$ cat src/rtl/dds_demodulator.sv
// Recovers one bit per SAMPLES_PER_BIT accepted samples from an ASK/FSK/BPSK/baseband waveform.
// Latency: bit_valid one clock after the final sample of a window. No backpressure; en low freezes all state.
module dds_demodulator #(
  parameter int unsigned SAMPLES_PER_BIT = 64,
  parameter int unsigned ASK_THRESH      = 512,
  parameter int unsigned FSK_ZC_THRESH   = 8
) (
  input  logic        clk,
  input  logic        reset,
  input  logic        en,
  input  logic        sample_valid,
  input  logic [11:0] sample,
  input  logic [11:0] ref_sample,
  input  logic [1:0]  mod_sel,
  input  logic        sync_clr,
  output logic        bit_out,
  output logic        bit_valid,
  output logic [15:0] metric
);

  localparam logic [1:0] MODE_ASK  = 2'b00;
  localparam logic [1:0] MODE_FSK  = 2'b01;
  localparam logic [1:0] MODE_BPSK = 2'b10;
  localparam logic [1:0] MODE_BB   = 2'b11;

  localparam logic [15:0] LAST_CNT = 16'(SAMPLES_PER_BIT - 1);
  localparam logic [15:0] HALF_SPB = 16'(SAMPLES_PER_BIT / 2);
  localparam logic [15:0] ASK_T    = 16'(ASK_THRESH);
  localparam logic [15:0] FSK_T    = 16'(FSK_ZC_THRESH);

  logic [15:0] cnt_q, cnt_d;
  logic [15:0] acc_q, acc_d;
  logic        prev_sign_q, prev_sign_d;
  logic        have_prev_q, have_prev_d;
  logic [1:0]  mode_q, mode_d;
  logic        bit_out_q, bit_out_d;
  logic        bit_valid_q, bit_valid_d;
  logic [15:0] metric_q, metric_d;

  logic        accept;
  logic        win_start;
  logic        win_last;
  logic [1:0]  cur_mode;
  logic        s_neg;
  logic        r_neg;
  logic [11:0] neg_sample;
  logic [15:0] mag;
  logic [15:0] acc_new;
  logic        decision;

  // The first sample of a window already runs under the freshly latched mode.
  always_comb begin
    accept    = sample_valid & en;
    win_start = (cnt_q == 16'd0);
    win_last  = (cnt_q == LAST_CNT);
    cur_mode  = win_start ? mod_sel : mode_q;
    s_neg     = sample[11];
    r_neg     = ref_sample[11];
  end

  // |sample| with -2048 clamped to 2047 so the magnitude fits 11 bits.
  always_comb begin
    neg_sample = ~sample + 12'd1;
    if (!sample[11]) begin
      mag = {5'd0, sample[10:0]};
    end else if (neg_sample[11]) begin
      mag = 16'd2047;
    end else begin
      mag = {5'd0, neg_sample[10:0]};
    end
  end

  always_comb begin
    acc_new  = acc_q;
    decision = 1'b0;
    case (cur_mode)
      MODE_ASK: begin
        acc_new  = (mag > acc_q) ? mag : acc_q;
        decision = (acc_new > ASK_T);
      end
      MODE_FSK: begin
        acc_new  = acc_q + {15'd0, (have_prev_q && (s_neg != prev_sign_q))};
        decision = (acc_new >= FSK_T);
      end
      MODE_BPSK: begin
        acc_new  = acc_q + {15'd0, (s_neg == r_neg)};
        decision = (acc_new >= HALF_SPB);
      end
      default: begin
        acc_new  = acc_q + {15'd0, (!s_neg && (sample[10:0] != 11'd0))};
        decision = (acc_new > HALF_SPB);
      end
    endcase
  end

  always_comb begin
    cnt_d       = cnt_q;
    acc_d       = acc_q;
    prev_sign_d = prev_sign_q;
    have_prev_d = have_prev_q;
    mode_d      = mode_q;
    bit_out_d   = bit_out_q;
    metric_d    = metric_q;
    bit_valid_d = 1'b0;
    if (en && sync_clr) begin
      // Realignment wins over a coincident sample, which is dropped.
      cnt_d       = 16'd0;
      acc_d       = 16'd0;
      have_prev_d = 1'b0;
    end else if (accept) begin
      if (win_start) begin
        mode_d = mod_sel;
      end
      if (cur_mode == MODE_FSK) begin
        prev_sign_d = s_neg;
        have_prev_d = 1'b1;
      end
      if (win_last) begin
        metric_d    = acc_new;
        bit_out_d   = decision;
        bit_valid_d = 1'b1;
        cnt_d       = 16'd0;
        acc_d       = 16'd0;
      end else begin
        cnt_d = cnt_q + 16'd1;
        acc_d = acc_new;
      end
    end
  end

  always_ff @(posedge clk or negedge reset) begin
    if (!reset) begin
      cnt_q       <= 16'd0;
      acc_q       <= 16'd0;
      prev_sign_q <= 1'b0;
      have_prev_q <= 1'b0;
      mode_q      <= MODE_ASK;
      bit_out_q   <= 1'b0;
      bit_valid_q <= 1'b0;
      metric_q    <= 16'd0;
    end else begin
      cnt_q       <= cnt_d;
      acc_q       <= acc_d;
      prev_sign_q <= prev_sign_d;
      have_prev_q <= have_prev_d;
      mode_q      <= mode_d;
      bit_out_q   <= bit_out_d;
      bit_valid_q <= bit_valid_d;
      metric_q    <= metric_d;
    end
  end

  assign bit_out   = bit_out_q;
  assign bit_valid = bit_valid_q;
  assign metric    = metric_q;

endmodule

$ cat config.mk
export PLATFORM = sky130hd
export DESIGN_NAME = dds_demodulator
export DESIGN_NICKNAME = d
export VERILOG_FILES = /design/src/rtl/dds_demodulator.sv
export SDC_FILE = /design/constraint.sdc
export NUM_CORES = 1
export LEC_CHECK = 0
export ABC_AREA = 1
export BUFFER_PORTS_ARGS = -buffer_cell sky130_fd_sc_hd__buf_4
export CAP_MARGIN = 40
export CORE_MARGIN = 2
export CORE_UTILIZATION = 54
export DETAILED_ROUTE_END_ITERATION = 6
export PLACE_DENSITY_LB_ADDON = 0.25
export SLEW_MARGIN = 20
export SYNTH_ARGS = -nofsm -noshare
export SYNTH_HDL_FRONTEND = slang
export SYNTH_SLANG_ARGS = --single-unit
export TNS_END_PERCENT = 50
$ cat constraint.sdc
create_clock -name clk -period 2.21 [get_ports clk]
set_clock_uncertainty 0.15 [all_clocks]
set_input_delay 0.442 -clock clk [delete_from_list [all_inputs] [get_ports clk]]
set_output_delay 0.442 -clock clk [all_outputs]
set_load 0.05 [all_outputs]
==> results summary <==
The number of setup violations in the final report came out at 42. Setup repair after global routing could not meet its margin everywhere. Hold timing on the final database bottoms out at a slack of -0.00835 ns.

The post-synthesis cell type count is 44. The synthesis-stage register bit count is 54. The H-tree depth came out at 2. The share of synthesized flip-flops with an asynchronous set or reset is 1.00.

The clock slew seen by the registers of the worst setup and hold paths is 0.13 ns. The yosys synthesis warning count came out at 0. In this run the tightest slew margin relative to its limit is 0.495. The count of final hold-check violations is 5. Before antenna repair, the detailed router went through 7 iterations. The initial antenna violation count is 0. The required time at the worst-slack endpoint came out at 2.33 ns. The final-report max-slew violation count is 0. The area growth from synthesis to final layout came out at 61.9%. In this run the remaining antenna-violating nets after routing total 0. Synthesis produced a netlist with a net count of 757. The top achievable clock speed came out at 302 MHz. The number of cells after detailed placement came out at 1019.

The maximum clock path buffer count is 2. The clock sink count came out at 54. The number of buffers inserted during clock tree synthesis came out at 5.

The non-filler instance count after layout came out at 1045. The final layout contains 990 nets. The combined flip-flop and latch cell area is 1350 um^2. The via density per instance came out at 6.68. The synthesized design contains 0 enable-type register cells. Row generation in the floorplan step produced 33 rows. The worst setup path is launched from a primary input.

The area used by multi-input combinational logic came out at 3640 um^2. Total power for the finished layout comes to 4400 uW. After global routing the overflow that remains totals 0. The most area-hungry cell type in the Yosys netlist is sky130_fd_sc_hd__dfrtp_1. For the pin with the worst max-slew slack, the measured transition is 0.757 ns. The cell count after synthesis came out at 706. The worst-case IR drop observed on VDD is 0.415 mV.

The period utilization is 1.50. The largest net degree at the start of global routing came out at 55. Detailed placement finished with a half-perimeter wire length of 13.7 mm. The synthesized cell area is 4650 um^2. The endpoint type of the worst setup path is a flop. After synthesis, the cell types taking the most area are sky130_fd_sc_hd__dfrtp_1, sky130_fd_sc_hd__nand2_1, sky130_fd_sc_hd__nand3_1. The post-placement cell area is 6510 um^2.

The overall via count from detail_route is 6982. The static power due to leakage came out at 0.00368 uW. The via count of the first global-routing pass came out at 6614. The final reports fail on DRC, hold timing, setup timing. The flow ran to the end, but the final reports show violations. The quantity of I/O buffers inserted on ports is 37. The first-pass GRT wire length came out at 33.4 mm. The shortest period the worst path allows came out at 3.31 ns. The startpoint identified for the worst register-to-register timing path is prev_sign_q. The critical path class is in -> reg. The width of the die is 96.8 um. The repair_antennas step left the layout with diodes totalling 0. The sequential area share after synthesis is 0.291. The maximum net fanout on the critical path is 7. In this run the worst hold path is classified as in -> async. The max-cap check violation count came out at 0. The routed length per instance is 24.3 um. The overall die height is 96.8 um. The clock root buffer is sky130_fd_sc_hd__clkbuf_8. The share of synthesized area in the top cell type comes to 0.291. For this design the top-level I/O count stands at 49.

The iteration-0 DRC count of the detailed router came out at 1110. Tracing the worst setup path back leads to its startpoint at sample[1]. For this run, the total global-route usage over all layers was measured as 0.440. The area of the die came out at 9360 um^2. For this run, the leading register cell type out of synthesis is sky130_fd_sc_hd__dfrtp_1. The core area came out at 8300 um^2. The final setup slack of the worst path came out at -1.10 ns.

The fraction of final layout cells sized beyond drive strength 1 is 0.440. TritonCTS built the clock tree. The final routed wirelength across all metal layers came out at 25.4 mm. The clock latency of the later-clocked register in the worst-skew pair is 0.33 ns. The congestion estimate from routability-driven global placement came to 1.07. The aggregate negative setup slack came out at -27.47 ns.

The count of filler cells inserted in the layout came out at 340. The per-instance average area after synthesis is 6.58 um^2. The DRC violation count after routing is 24. The arrival time at the worst endpoint is 3.43 ns.

The starting utilization of the core area is 0.560. The design area is 7520 um^2. The cell area power density came out at 584 nW/um^2.
## placed cells by master, fill, tap and decap left out, types with 4 or more instances in the layout
cell type | Yosys | routed
sky130_fd_sc_hd__inv_2 | 7 | 14
sky130_fd_sc_hd__nor3_4 | 1 | 6
sky130_fd_sc_hd__buf_12 | 0 | 6
sky130_fd_sc_hd__nand2_4 | 1 | 14
sky130_fd_sc_hd__nand3b_1 | 4 | 4
sky130_fd_sc_hd__a21oi_2 | 0 | 5
sky130_fd_sc_hd__a21oi_1 | 17 | 11
sky130_fd_sc_hd__nand3_2 | 3 | 24
sky130_fd_sc_hd__nand2_1 | 213 | 180
sky130_fd_sc_hd__dfrtp_1 | 54 | 54
sky130_fd_sc_hd__buf_6 | 1 | 9
sky130_fd_sc_hd__ha_2 | 0 | 4
sky130_fd_sc_hd__buf_4 | 3 | 228
sky130_fd_sc_hd__ha_4 | 0 | 6
sky130_fd_sc_hd__xor2_1 | 28 | 25
sky130_fd_sc_hd__o21ai_1 | 11 | 16
sky130_fd_sc_hd__nand3_4 | 0 | 6
sky130_fd_sc_hd__nor2_1 | 66 | 48
sky130_fd_sc_hd__clkbuf_8 | 0 | 5
sky130_fd_sc_hd__nand4_1 | 12 | 12
sky130_fd_sc_hd__ha_1 | 20 | 10
sky130_fd_sc_hd__o22ai_1 | 16 | 14
sky130_fd_sc_hd__o21ai_0 | 45 | 35
sky130_fd_sc_hd__inv_1 | 75 | 62
sky130_fd_sc_hd__o21ai_2 | 1 | 5
sky130_fd_sc_hd__nor2_2 | 5 | 13
sky130_fd_sc_hd__nand2_2 | 6 | 27
sky130_fd_sc_hd__nor2_4 | 2 | 12
sky130_fd_sc_hd__nand3_1 | 62 | 35
sky130_fd_sc_hd__inv_4 | 1 | 5
## worst max-delay path: stages
cell and delay, ns:
sky130_fd_sc_hd__buf_12 0.12, sky130_fd_sc_hd__inv_12 0.04, sky130_fd_sc_hd__ha_4 0.12, sky130_fd_sc_hd__inv_4 0.05
sky130_fd_sc_hd__nor3_4 0.31, sky130_fd_sc_hd__nand2_1 0.14, sky130_fd_sc_hd__nand2_1 0.11, sky130_fd_sc_hd__a21oi_1 0.08
sky130_fd_sc_hd__o21ai_1 0.20, sky130_fd_sc_hd__ha_1 0.26, sky130_fd_sc_hd__nand3_4 0.11, sky130_fd_sc_hd__nor2_4 0.18
sky130_fd_sc_hd__nand3_4 0.14, sky130_fd_sc_hd__buf_4 0.20, sky130_fd_sc_hd__nand3b_1 0.15, sky130_fd_sc_hd__nand3_2 0.20
sky130_fd_sc_hd__a22oi_2 0.23, sky130_fd_sc_hd__buf_4 0.15, sky130_fd_sc_hd__nand2_1 0.07, sky130_fd_sc_hd__nand2_1 0.13
## metal layers
| metal | wire length, um | track usage | up-vias |
|---|---|---|---|
| met1 | 8160 | 0.534 | 3110 |
| met3 | 3440 | 0.0665 | 339 |
| met4 | 3100 | 0.243 | 0 |
| met2 | 10700 | 0.746 | 754 |
| met5 | 0 | 0 | - |
| li1 | - | - | 2779 |
## sequential cells by signal (all words and copies together) (netlist names)
register	cells
bit_out	1
have_prev_q	1
prev_sign_q	1
metric	16
mode_q	2
bit_valid	1
cnt_q	16
acc_q	16
## cells in the mapped netlist (2+ instances only)
| master | count |
|---|---|
| sky130_fd_sc_hd__ha_1 | 20 |
| sky130_fd_sc_hd__buf_4 | 3 |
| sky130_fd_sc_hd__a21oi_1 | 17 |
| sky130_fd_sc_hd__nand2_2 | 6 |
| sky130_fd_sc_hd__o22ai_1 | 16 |
| sky130_fd_sc_hd__o221ai_1 | 4 |
| sky130_fd_sc_hd__a31oi_1 | 2 |
| sky130_fd_sc_hd__nor2_1 | 66 |
| sky130_fd_sc_hd__nand3b_1 | 4 |
| sky130_fd_sc_hd__o2111ai_1 | 4 |
| sky130_fd_sc_hd__nand4_1 | 12 |
| sky130_fd_sc_hd__clkbuf_1 | 8 |
| sky130_fd_sc_hd__o21ai_1 | 11 |
| sky130_fd_sc_hd__nand3_2 | 3 |
| sky130_fd_sc_hd__nor3_1 | 5 |
| sky130_fd_sc_hd__or2_1 | 3 |
| sky130_fd_sc_hd__nor2_4 | 2 |
| sky130_fd_sc_hd__o21ai_0 | 45 |
| sky130_fd_sc_hd__nor4_1 | 2 |
| sky130_fd_sc_hd__buf_2 | 7 |
| sky130_fd_sc_hd__nor2_2 | 5 |
| sky130_fd_sc_hd__inv_2 | 7 |
| sky130_fd_sc_hd__nor3_2 | 3 |
| sky130_fd_sc_hd__inv_1 | 75 |
| sky130_fd_sc_hd__xnor2_1 | 4 |
| sky130_fd_sc_hd__dfrtp_1 | 54 |
| sky130_fd_sc_hd__xor2_1 | 28 |
| sky130_fd_sc_hd__nand3_1 | 62 |
| sky130_fd_sc_hd__nand2_1 | 213 |
## kinds of logic (layout without fill, tap and decap cells)
logic type	Yosys count	count (layout)	synth area share
flip-flops	54	54	0.291
adder cells (fa/ha/maj)	20	20	0.0539
AND/OR/NAND/NOR	390	391	0.371
XOR/XNOR	32	32	0.0603
buffers and inverters	103	336	0.0897
AO/OA/AOI/OAI	107	107	0.134
## power by group
group	switching, uW	internal, uW	total [uW]
Combinational	1570	1080	2640
Sequential	54.2	1050	1100
Clock	412	237	649
Total	2030	2360	4400
## final timing paths
path,endpoint,slack (ns),depth (start not counted)
max,metric[6],-1.10,20
min,acc_q[3],-0.008,1
max reg2reg,bit_out,-0.88,19
min reg2reg,metric[13],0.36,2
max in group asynchronous,acc_q[2],1.38,1
min in group clk,have_prev_q,0.18,2
## area by class of cell
| type | count | area share |
|---|---|---|
| Timing Repair Buffer | 244 | 0.259 |
| Sequential cell | 54 | 0.180 |
| Tap cell | 105 | 0.0175 |
| Clock buffer | 5 | 0.00915 |
| Inverter | 84 | 0.0469 |
| Clock inverter | 3 | 0.00383 |
| Multi-Input combinational cell | 550 | 0.484 |
## metrics by stage
step / utilization / setup WS (ns)
6_report: 0.907 / -1.10
5_1_grt: 0.907 / -1.18
4_1_cts: 0.861 / -0.613
3_5_place_dp: 0.784 / -1.21
3_3_place_gp: 0.784 / -1.17
2_1_floorplan: - / -0.652
## repair_timing
action / in CTS / in global routing
buffers inserted: 13 / 5
setup endpoints to repair: 41 / 44
gates resized for setup: 105 / 84
pin swaps: 46 / 50
cloned: 1 / 0
hold buffers: 0 / 0
Power figures use the tool's default switching activity.
